<file path="src/rtl/stopwatch_btn_ctrl_pkg.sv">
// Shared state encoding and divider/width helpers for the stopwatch button controller.
package stopwatch_btn_ctrl_pkg;

  typedef enum logic [1:0] {
    ST_IDLE   = 2'd0,
    ST_RUN    = 2'd1,
    ST_PAUSE  = 2'd2,
    ST_ADJUST = 2'd3
  } state_t;

  function automatic int unsigned f_clog2(input int unsigned v);
    int unsigned r;
    r = 0;
    for (int i = 0; i < 32; i++) begin
      if ((64'd1 << i) < 64'(v)) r = i + 1;
    end
    return r;
  endfunction

  // Bits needed for a counter spanning 0..v-1, never narrower than 1.
  function automatic int unsigned f_width(input int unsigned v);
    return (v < 2) ? 1 : f_clog2(v);
  endfunction

  function automatic int unsigned f_sample_div(input int unsigned clk_hz, input int unsigned sample_hz);
    return clk_hz / sample_hz;
  endfunction

  function automatic int unsigned f_blink_div(input int unsigned sample_hz, input int unsigned blink_hz);
    return sample_hz / (2 * blink_hz);
  endfunction

endpackage

</file>
<file path="src/rtl/stopwatch_btn_ctrl_tick_divider.sv">
// Enabled modulo-DIV counter emitting a registered one-cycle tick on each wrap; clr restarts it.
module tick_divider
  import stopwatch_btn_ctrl_pkg::*;
#(
  parameter int unsigned DIV = 2
) (
  input  logic i_clk,
  input  logic i_rst_n,
  input  logic i_en,
  input  logic i_clr,
  output logic o_tick
);

  localparam int unsigned  W    = f_width(DIV);
  localparam logic [W-1:0] LAST = W'(DIV - 1);

  logic [W-1:0] r_cnt;
  logic         r_tick;

  always_ff @(posedge i_clk or negedge i_rst_n) begin
    if (!i_rst_n) begin
      r_cnt  <= '0;
      r_tick <= 1'b0;
    end else if (i_clr) begin
      r_cnt  <= '0;
      r_tick <= 1'b0;
    end else begin
      r_tick <= 1'b0;
      if (i_en) begin
        if (r_cnt == LAST) begin
          r_cnt  <= '0;
          r_tick <= 1'b1;
        end else begin
          r_cnt <= r_cnt + 1'b1;
        end
      end
    end
  end

  assign o_tick = r_tick;

endmodule

</file>
<file path="src/rtl/stopwatch_btn_ctrl.sv">
// Stopwatch button controller: debouncer sample strobe, fixed-priority press arbitration and
// IDLE/RUN/PAUSE/ADJUST sequencing. Define BTN_LOCKOUT_EN to add the post-command lockout.
module stopwatch_btn_ctrl
  import stopwatch_btn_ctrl_pkg::*;
#(
  parameter int unsigned CLK_HZ        = 100_000_000,
  parameter int unsigned SAMPLE_HZ     = 1_000,
  parameter int unsigned BLINK_HZ      = 2,
  parameter int unsigned LOCKOUT_TICKS = 50
) (
  input  logic       i_clk,
  input  logic       i_rst_n,
  output logic       o_sample_en,
  input  logic       i_pause_p,
  input  logic       i_reset_p,
  input  logic       i_adj_p,
  input  logic       i_sel_p,
  output logic       o_run,
  output logic       o_clear,
  output logic       o_adj_mode,
  output logic       o_adj_sel,
  output logic       o_adj_blink,
  output logic [1:0] o_state
);

  localparam int unsigned SAMPLE_DIV = f_sample_div(CLK_HZ, SAMPLE_HZ);
  localparam int unsigned BLINK_DIV  = f_blink_div(SAMPLE_HZ, BLINK_HZ);

  if (SAMPLE_DIV < 2 || BLINK_DIV < 1 || LOCKOUT_TICKS > 32'h00FF_FFFF) begin : g_param_check
    $error("stopwatch_btn_ctrl: unsupported clock/sample/blink/lockout parameters");
  end

  state_t r_state;
  logic   r_run, r_clear, r_adj_mode, r_adj_sel, r_adj_blink;
  logic   w_sample_en, w_blink_tick, w_locked;
  logic   w_in_adj, w_do_reset, w_do_adj, w_do_pause, w_do_sel, w_adj_entry;

  tick_divider #(.DIV(SAMPLE_DIV)) u_sample_div (
    .i_clk   (i_clk),
    .i_rst_n (i_rst_n),
    .i_en    (1'b1),
    .i_clr   (1'b0),
    .o_tick  (w_sample_en)
  );

  // Blink phase only advances while adjusting and restarts on every entry.
  tick_divider #(.DIV(BLINK_DIV)) u_blink_div (
    .i_clk   (i_clk),
    .i_rst_n (i_rst_n),
    .i_en    (w_sample_en && w_in_adj),
    .i_clr   (w_adj_entry),
    .o_tick  (w_blink_tick)
  );

  // Priority is decided before lockout, so a locked-out winner still suppresses the losers.
  always_comb begin
    w_in_adj    = (r_state == ST_ADJUST);
    w_do_reset  = i_reset_p;
    w_do_adj    = !i_reset_p && i_adj_p && !w_locked;
    w_do_pause  = !i_reset_p && !i_adj_p && i_pause_p && !w_locked;
    w_do_sel    = !i_reset_p && !i_adj_p && !i_pause_p && i_sel_p && !w_locked;
    w_adj_entry = w_do_adj && !w_in_adj;
  end

`ifdef BTN_LOCKOUT_EN
  localparam int unsigned LOCK_W = f_width(LOCKOUT_TICKS + 1);

  logic [LOCK_W-1:0] r_lock_cnt;
  logic              w_accept;

  assign w_accept = w_do_reset || w_do_adj || (w_do_pause && !w_in_adj) || (w_do_sel && w_in_adj);

  always_ff @(posedge i_clk or negedge i_rst_n) begin
    if (!i_rst_n) begin
      r_lock_cnt <= '0;
    end else if (w_accept) begin
      r_lock_cnt <= LOCK_W'(LOCKOUT_TICKS);
    end else if (w_sample_en && (r_lock_cnt != '0)) begin
      r_lock_cnt <= r_lock_cnt - 1'b1;
    end
  end

  assign w_locked = (r_lock_cnt != '0);
`else
  assign w_locked = 1'b0;
`endif

  always_ff @(posedge i_clk or negedge i_rst_n) begin
    if (!i_rst_n) begin
      r_state     <= ST_IDLE;
      r_run       <= 1'b0;
      r_clear     <= 1'b0;
      r_adj_mode  <= 1'b0;
      r_adj_sel   <= 1'b0;
      r_adj_blink <= 1'b1;
    end else begin
      r_clear <= 1'b0;
      if (w_do_reset) begin
        r_state     <= ST_IDLE;
        r_run       <= 1'b0;
        r_clear     <= 1'b1;
        r_adj_mode  <= 1'b0;
        r_adj_sel   <= 1'b0;
        r_adj_blink <= 1'b1;
      end else if (w_do_adj) begin
        r_adj_blink <= 1'b1;
        if (w_in_adj) begin
          r_state    <= ST_PAUSE;
          r_adj_mode <= 1'b0;
        end else begin
          r_state    <= ST_ADJUST;
          r_run      <= 1'b0;
          r_adj_mode <= 1'b1;
        end
      end else if (w_do_pause && !w_in_adj) begin
        if (r_state == ST_RUN) begin
          r_state <= ST_PAUSE;
          r_run   <= 1'b0;
        end else begin
          r_state <= ST_RUN;
          r_run   <= 1'b1;
        end
      end else if (w_in_adj) begin
        if (w_do_sel)     r_adj_sel   <= ~r_adj_sel;
        if (w_blink_tick) r_adj_blink <= ~r_adj_blink;
      end
    end
  end

  assign o_sample_en = w_sample_en;
  assign o_run       = r_run;
  assign o_clear     = r_clear;
  assign o_adj_mode  = r_adj_mode;
  assign o_adj_sel   = r_adj_sel;
  assign o_adj_blink = r_adj_blink;
  assign o_state     = r_state;

endmodule

</file>
<file path="config.mk">
export PLATFORM = sky130hd
export DESIGN_NAME = stopwatch_btn_ctrl
export DESIGN_NICKNAME = d
export VERILOG_FILES = /design/src/rtl/stopwatch_btn_ctrl_pkg.sv /design/src/rtl/stopwatch_btn_ctrl_tick_divider.sv /design/src/rtl/stopwatch_btn_ctrl.sv
export SDC_FILE = /design/constraint.sdc
export NUM_CORES = 1
export LEC_CHECK = 0
export BUFFER_PORTS_ARGS = -buffer_cell sky130_fd_sc_hd__buf_2
export CELL_PAD_IN_SITES_DETAIL_PLACEMENT = 0
export CELL_PAD_IN_SITES_GLOBAL_PLACEMENT = 1
export CORE_ASPECT_RATIO = 1.75
export CORE_MARGIN = 2
export CORE_UTILIZATION = 46
export DETAILED_ROUTE_END_ITERATION = 6
export HOLD_SLACK_MARGIN = 0.06
export MAX_ROUTING_LAYER = met4
export PLACE_DENSITY_LB_ADDON = 0.1
export SLEW_MARGIN = 20
export SYNTH_ARGS = -nofsm -noshare
export SYNTH_HDL_FRONTEND = slang
export SYNTH_HIERARCHICAL = 1
export SYNTH_SLANG_ARGS = --single-unit
</file>
<file path="constraint.sdc">
create_clock -name i_clk -period 2.5 [get_ports i_clk]
set_clock_uncertainty 0.1 [all_clocks]
set_input_delay 0.25 -clock i_clk [delete_from_list [all_inputs] [get_ports i_clk]]
set_output_delay 0.25 -clock i_clk [all_outputs]
set_load 0.03 [all_outputs]
</file>
* After elaboration in Yosys (flattened, before gate mapping)
Cells that the tools add are included.
Cells by class: add/sub/neg operators 2, equality and inequality tests 8, multiplexer cells 32, bitwise operators 2, reduce and logical (&&, ||, !) cells 22
Operator list (count):
- $mux 1 | 24
- $mux 8 | 3
- $add 17x1->17 const B | 1
- $eq 17x17->1 const B | 1
- $mux 17 | 1
- $reduce_bool 3->1 | 3
- $add 8x1->8 const B | 1
- $eq 8x8->1 const B | 1
- $logic_and 1x1->1 | 8
- $mux 2 | 4
- $reduce_bool 2->1 | 4
- $ne 3x3->1 const B | 2
- $logic_not 1->1 | 4
- $ne 2x2->1 const B | 2
- $reduce_and 4->1 | 1
- $reduce_and 3->1 | 1
- $eq 2x1->1 const B | 1
- $eq 2x2->1 const B | 1
- $not 1->1 | 2
- $reduce_and 2->1 | 1
Storage, ports and cells: register bits 34, bits of input ports 6, output and inout port bits 8, logic and storage cells 76

* Logic depth before layout (Yosys ltp)
depth in word-level cells 9, gate-level depth with buffers 6, gate-level depth less buffers 5

* Cells and area by module
The synthesis kept the hierarchy.
By module, submodules not included:
- tick_divider (u_sample_div) | times used 1, cells an instance 114, area an instance 1084.8 µm², seq. area each 450.4 µm²
- tick_divider (u_blink_div) | times used 1, cells an instance 51, area an instance 524.3 µm², seq. area each 225.2 µm²
- stopwatch_btn_ctrl | times used 1, cells an instance 35, area an instance 340.3 µm², seq. area each 176.4 µm²

* Least setup slack after synthesis
OpenSTA, ideal clock, no wires.
kind register to register, start register u_sample_div.r_cnt[5], end register u_sample_div.r_cnt[0], setup time 0.125 ns, data arrival time 1.750 ns, slack 0.525 ns, stages on the path, launching flop included 6, buffers on the path 1, period minus slack after synthesis 1.975 ns, cells stage by stage dfrtp_1 > buf_6 > or4b_4 > o41ai_4 > nor2_2 > mux2_2
Between the ends: cells in the longest elaborated chain, start to end 2
RTL lines:
- start, declared | line stopwatch_btn_ctrl_tick_divider.sv:17 | logic [W-1:0] r_cnt;
- start signal, assigned | line stopwatch_btn_ctrl_tick_divider.sv:34 | r_cnt <= r_cnt + 1'b1;
- $eq 17x17->1 | line stopwatch_btn_ctrl_tick_divider.sv:30 | if (r_cnt == LAST) begin
- $mux 17 | line stopwatch_btn_ctrl_tick_divider.sv:30
Every way passes these cells. A chain may end at the register's enable or synchronous reset.

* Final worst setup path
start register u_sample_div.r_cnt[0], end register u_sample_div.r_cnt[0]
Between the ends: cells in the longest elaborated chain, start to end 2, elaborated cells on any way between the ends 3, classes of those cells 1 x add/sub; 1 x eq/ne; 1 x mux
RTL lines (line):
- $add 17x1->17 or $eq 17x17->1 (tied branches) | stopwatch_btn_ctrl_tick_divider.sv:34, stopwatch_btn_ctrl_tick_divider.sv:30
- $mux 17 (*) | stopwatch_btn_ctrl_tick_divider.sv:30
Mark *: on every way between the ends. The rest lies on a longest branch, timed or not.

==> reports/qor.yml <==
setup_total_negative_slack_ps: 0
detailedPlacementHpwl_mm: 3.13
tightestPinTransition_ps: 756
syn-instance-count: 200
timing.critical_path.buf_inv: 0
finalCritPeriodShare_pct: 83.7
min_path_type: "input port to flop"
ratio_of_total_power_to_cell_area_nw_per_um2: 504
sw_frac_of_total_pct: 25.4
critical_path.max_fanout: 7
ys_seq_elements: 34
initial_core_util_pct: 47.4
chipWidth_um: 53.2
final_cells: 267
power.leakage_nw: 0.901
clock_tree_from_tritoncts: "done"
post-route-drc-count: 0
power_switching_mw: 0.276
diodes: 0
synth_top_flop_cell: "sky130_fd_sc_hd__dfrtp_1"
vertical_die_dimension_um: 90.1
internal_power_mw: 0.811
post_synth_num_cell_types: 56
slowest_stage: "sky130_fd_sc_hd__o41ai_4"
critical_path.reg2reg.startpoint: "u_sample_div/r_cnt[0]$_DFFE_PN0P_"
design_area_um2: 2160
timing.critical_path.cells: "ha_1, nand4_2, o41ai_4, nor2_2, mux2_2"
first_global_vias: 1600
finalNetCount: 226
ys_warn_count: 6
drt_pre_antenna_iters: 4
area_after_dpl_um2: 2050
drive_above_1_share_pct: 19.3
rows: 31
multi_input_comb_area_um2: 1020
seq_power_share_pct: 52.8
areaGrowthSynthToFinish_pct: 10.6
setup.reg_to_reg.worst_slack_ps: 410
synth.yosys.seq_area_share_pct: 43.7
final_cell_mix: "33 x sky130_fd_sc_hd__dfrtp_1, 16 x sky130_fd_sc_hd__nor2_1, 13 x sky130_fd_sc_hd__buf_2"
placement.io_buffers: 13
largest_net_degree_at_the_start_of_global_routing: 35
timing.hold.worst_endpoint: "o_clear$_DFF_PN0_"
ios: 14
via_count: 1572
async_reset_ff_share_pct: 100
cts-root-to-sink-buffers: 2
critPathRequiredTime_ps: 2570
h-tree-depth: 2
setup_viol: 0
mostFrequentLayoutCell: "sky130_fd_sc_hd__dfrtp_1"
antenna_found_initial: 0
worst-r2r-cell-count: 5
hold_path.startpoint: "i_reset_p"
clock.fmax_mhz: 478
power_mw: 1.09
drt_iter0_drc: 75
max_cap_violations: 0
synth-edff-count: 0
setup_repair_after_global_routing_missed_its_margin: "no"
timing.hold.ws_ps: 81.4
core_area_um2: 4110
arrival_time_at_the_worst_endpoint_ps: 2160
clk_latency_ps: 280
number_of_routed_nets_with_antenna_violations: 0
number_of_clock_buffers_inserted_by_tritoncts: 5
worst_slew_margin_rel_pct: 49.6
grt_overflow_total: 0
clock_power_share_pct: 38.8
cts_sinks: 34
final-max-slew-violation-count: 0
grt_util_all_layers_pct: 20.9
holdPathStages: 1
ff_latch_area_um2: 852
avgSynthCellArea_um2: 9.75
worst_ir_drop_vdd_v: 0.000346
placed_cells: 258
final_hold_viol_count: 0
fp.dieArea_um2: 4800
final_period_minus_worst_setup_slack_ps: 2090
run_status: "finished clean"
wire_length_of_the_first_global_routing_pass_mm: 7.27
reg2reg_to: "u_sample_div/r_cnt[0]$_DFFE_PN0P_"
timing.critical_path.slowest_cell_delay_ps: 540
critPathCaptureType: "flop"
cts.root.buffer_cell: "sky130_fd_sc_hd__clkbuf_8"
synthesis.area_um2: 1950
setup.worst_path.class: "flop to flop"
place.gp.congestion: 0.823
clk_pin_slew_ps: 70
route.final.wire_length_mm: 4.30
comb_power_share_pct: 8.4
path_delay_family: "compound AO/OA/AOI/OAI gates"
vias_per_cell: 5.89
fillers: 405
wl_per_cell_um: 16.1
worstSetupStartpointType: "flop"
-- power groups by stage --
stage / sequential (mW) / combinational (mW) / clock [mW]
global placement: 0.583 / 0.0842 / 0
finish: 0.574 / 0.0908 / 0.422
detailed placement: 0.585 / 0.0865 / 0
global route: 0.576 / 0.102 / 0.467
floorplan: 0.593 / 0.0459 / 0
CTS: 0.574 / 0.0879 / 0.435
-- final cells by class --
type                       count  share of cell area, %
inverter                      10                   1.74
clock buffer                   6                   3.83
sequential                    34                   39.5
timing repair buffer          16                   4.18
clock inverter                 2                  0.580
multi-input combinational    150                   47.3
tap                           49                   2.84
-- metrics by stage --
step / worst slack [ps] / util [%]
floorplan: 525 / -
global placement: 481 / 49.9
detailed placement: 425 / 49.9
CTS: 410 / 52.4
global route: 297 / 52.4
finish: 407 / 52.4
-- routing by layer --
metal	global-route usage, %	vias to the layer above	part of all wire (%)
met4	8.76	0	3.0
li1	-	762	-
met5	-	-	0
met2	34.3	38	55
met1	24.1	761	39
met3	3.99	11	2.8
-- synth_stat cells, drive strengths merged, types with 2 or more instances --
cell	number	area share, %
nand2b	2	0.64
conb	2	0.39
nand4	7	2.9
mux2i	2	1.0
nor3b	3	1.2
nand4b	2	1.7
clkbuf	5	1.0
xnor2	5	2.2
nor4b	2	0.90
nor2b	4	1.3
nor3	8	2.1
ha	3	1.9
or4	3	1.2
nand2	11	2.1
xor2	4	1.8
buf	3	1.4
nand3	10	2.6
and3	2	0.77
o21ai	12	3.1
inv	10	1.9
nor2	19	4.0
o211ai	3	1.4
or2	2	0.64
a21oi	8	2.1
a211oi	2	0.77
or3	4	1.3
nor4	8	2.9
or4b	2	1.4
dfrtp	33	42
-- logic make-up after synthesis --
logic type	after synthesis	synth area share [%]
AND/OR/NAND/NOR	93	29.3
AO/OA/AOI/OAI	38	14.7
flip-flops	34	43.7
buffers and inverters	18	4.36
XOR/XNOR	9	4.04
adder cells (fa/ha/maj)	3	1.93
multiplexers	3	1.60
other	2	0.385
-- worst reg2reg max path, delay by kind of cell (launching register included) --
family          cells  cell delay [ps]
mux                 1              280
compound gates      1              550
flops               1              430
simple gates        2              350
fa+ha+maj           1              280
-- registers in the layout, summed over array words and instances (netlist names) --
signal	cells
o_adj_mode	1
u_blink_div/r_cnt	8
o_adj_blink	1
u_sample_div/o_tick	1
u_sample_div/r_cnt	17
o_adj_sel	1
o_run	1
o_clear	1
u_blink_div/o_tick	1
o_state	2
-- what timing repair did --
item / in CTS / in global routing
buffers inserted: 0 / 0
resized for setup: 0 / 0
hold endpoints to repair: 33 / 0
hold buffers: 1 / 0
-- how the worst max path moves through the flow --
stage                                      startpoint                                 to  cells past startpoint
floorplan           u_sample_div/r_cnt[5]$_DFFE_PN0P_  u_sample_div/r_cnt[0]$_DFFE_PN0P_                      5
global route        u_sample_div/r_cnt[0]$_DFFE_PN0P_  u_sample_div/r_cnt[0]$_DFFE_PN0P_                      5
finish              u_sample_div/r_cnt[0]$_DFFE_PN0P_  u_sample_div/r_cnt[0]$_DFFE_PN0P_                      5
detailed placement  u_sample_div/r_cnt[0]$_DFFE_PN0P_  u_sample_div/r_cnt[0]$_DFFE_PN0P_                      5
global placement    u_sample_div/r_cnt[5]$_DFFE_PN0P_  u_sample_div/r_cnt[0]$_DFFE_PN0P_                      4
CTS                 u_sample_div/r_cnt[0]$_DFFE_PN0P_  u_sample_div/r_cnt[0]$_DFFE_PN0P_                      5
Power figures use the tool's default switching activity.
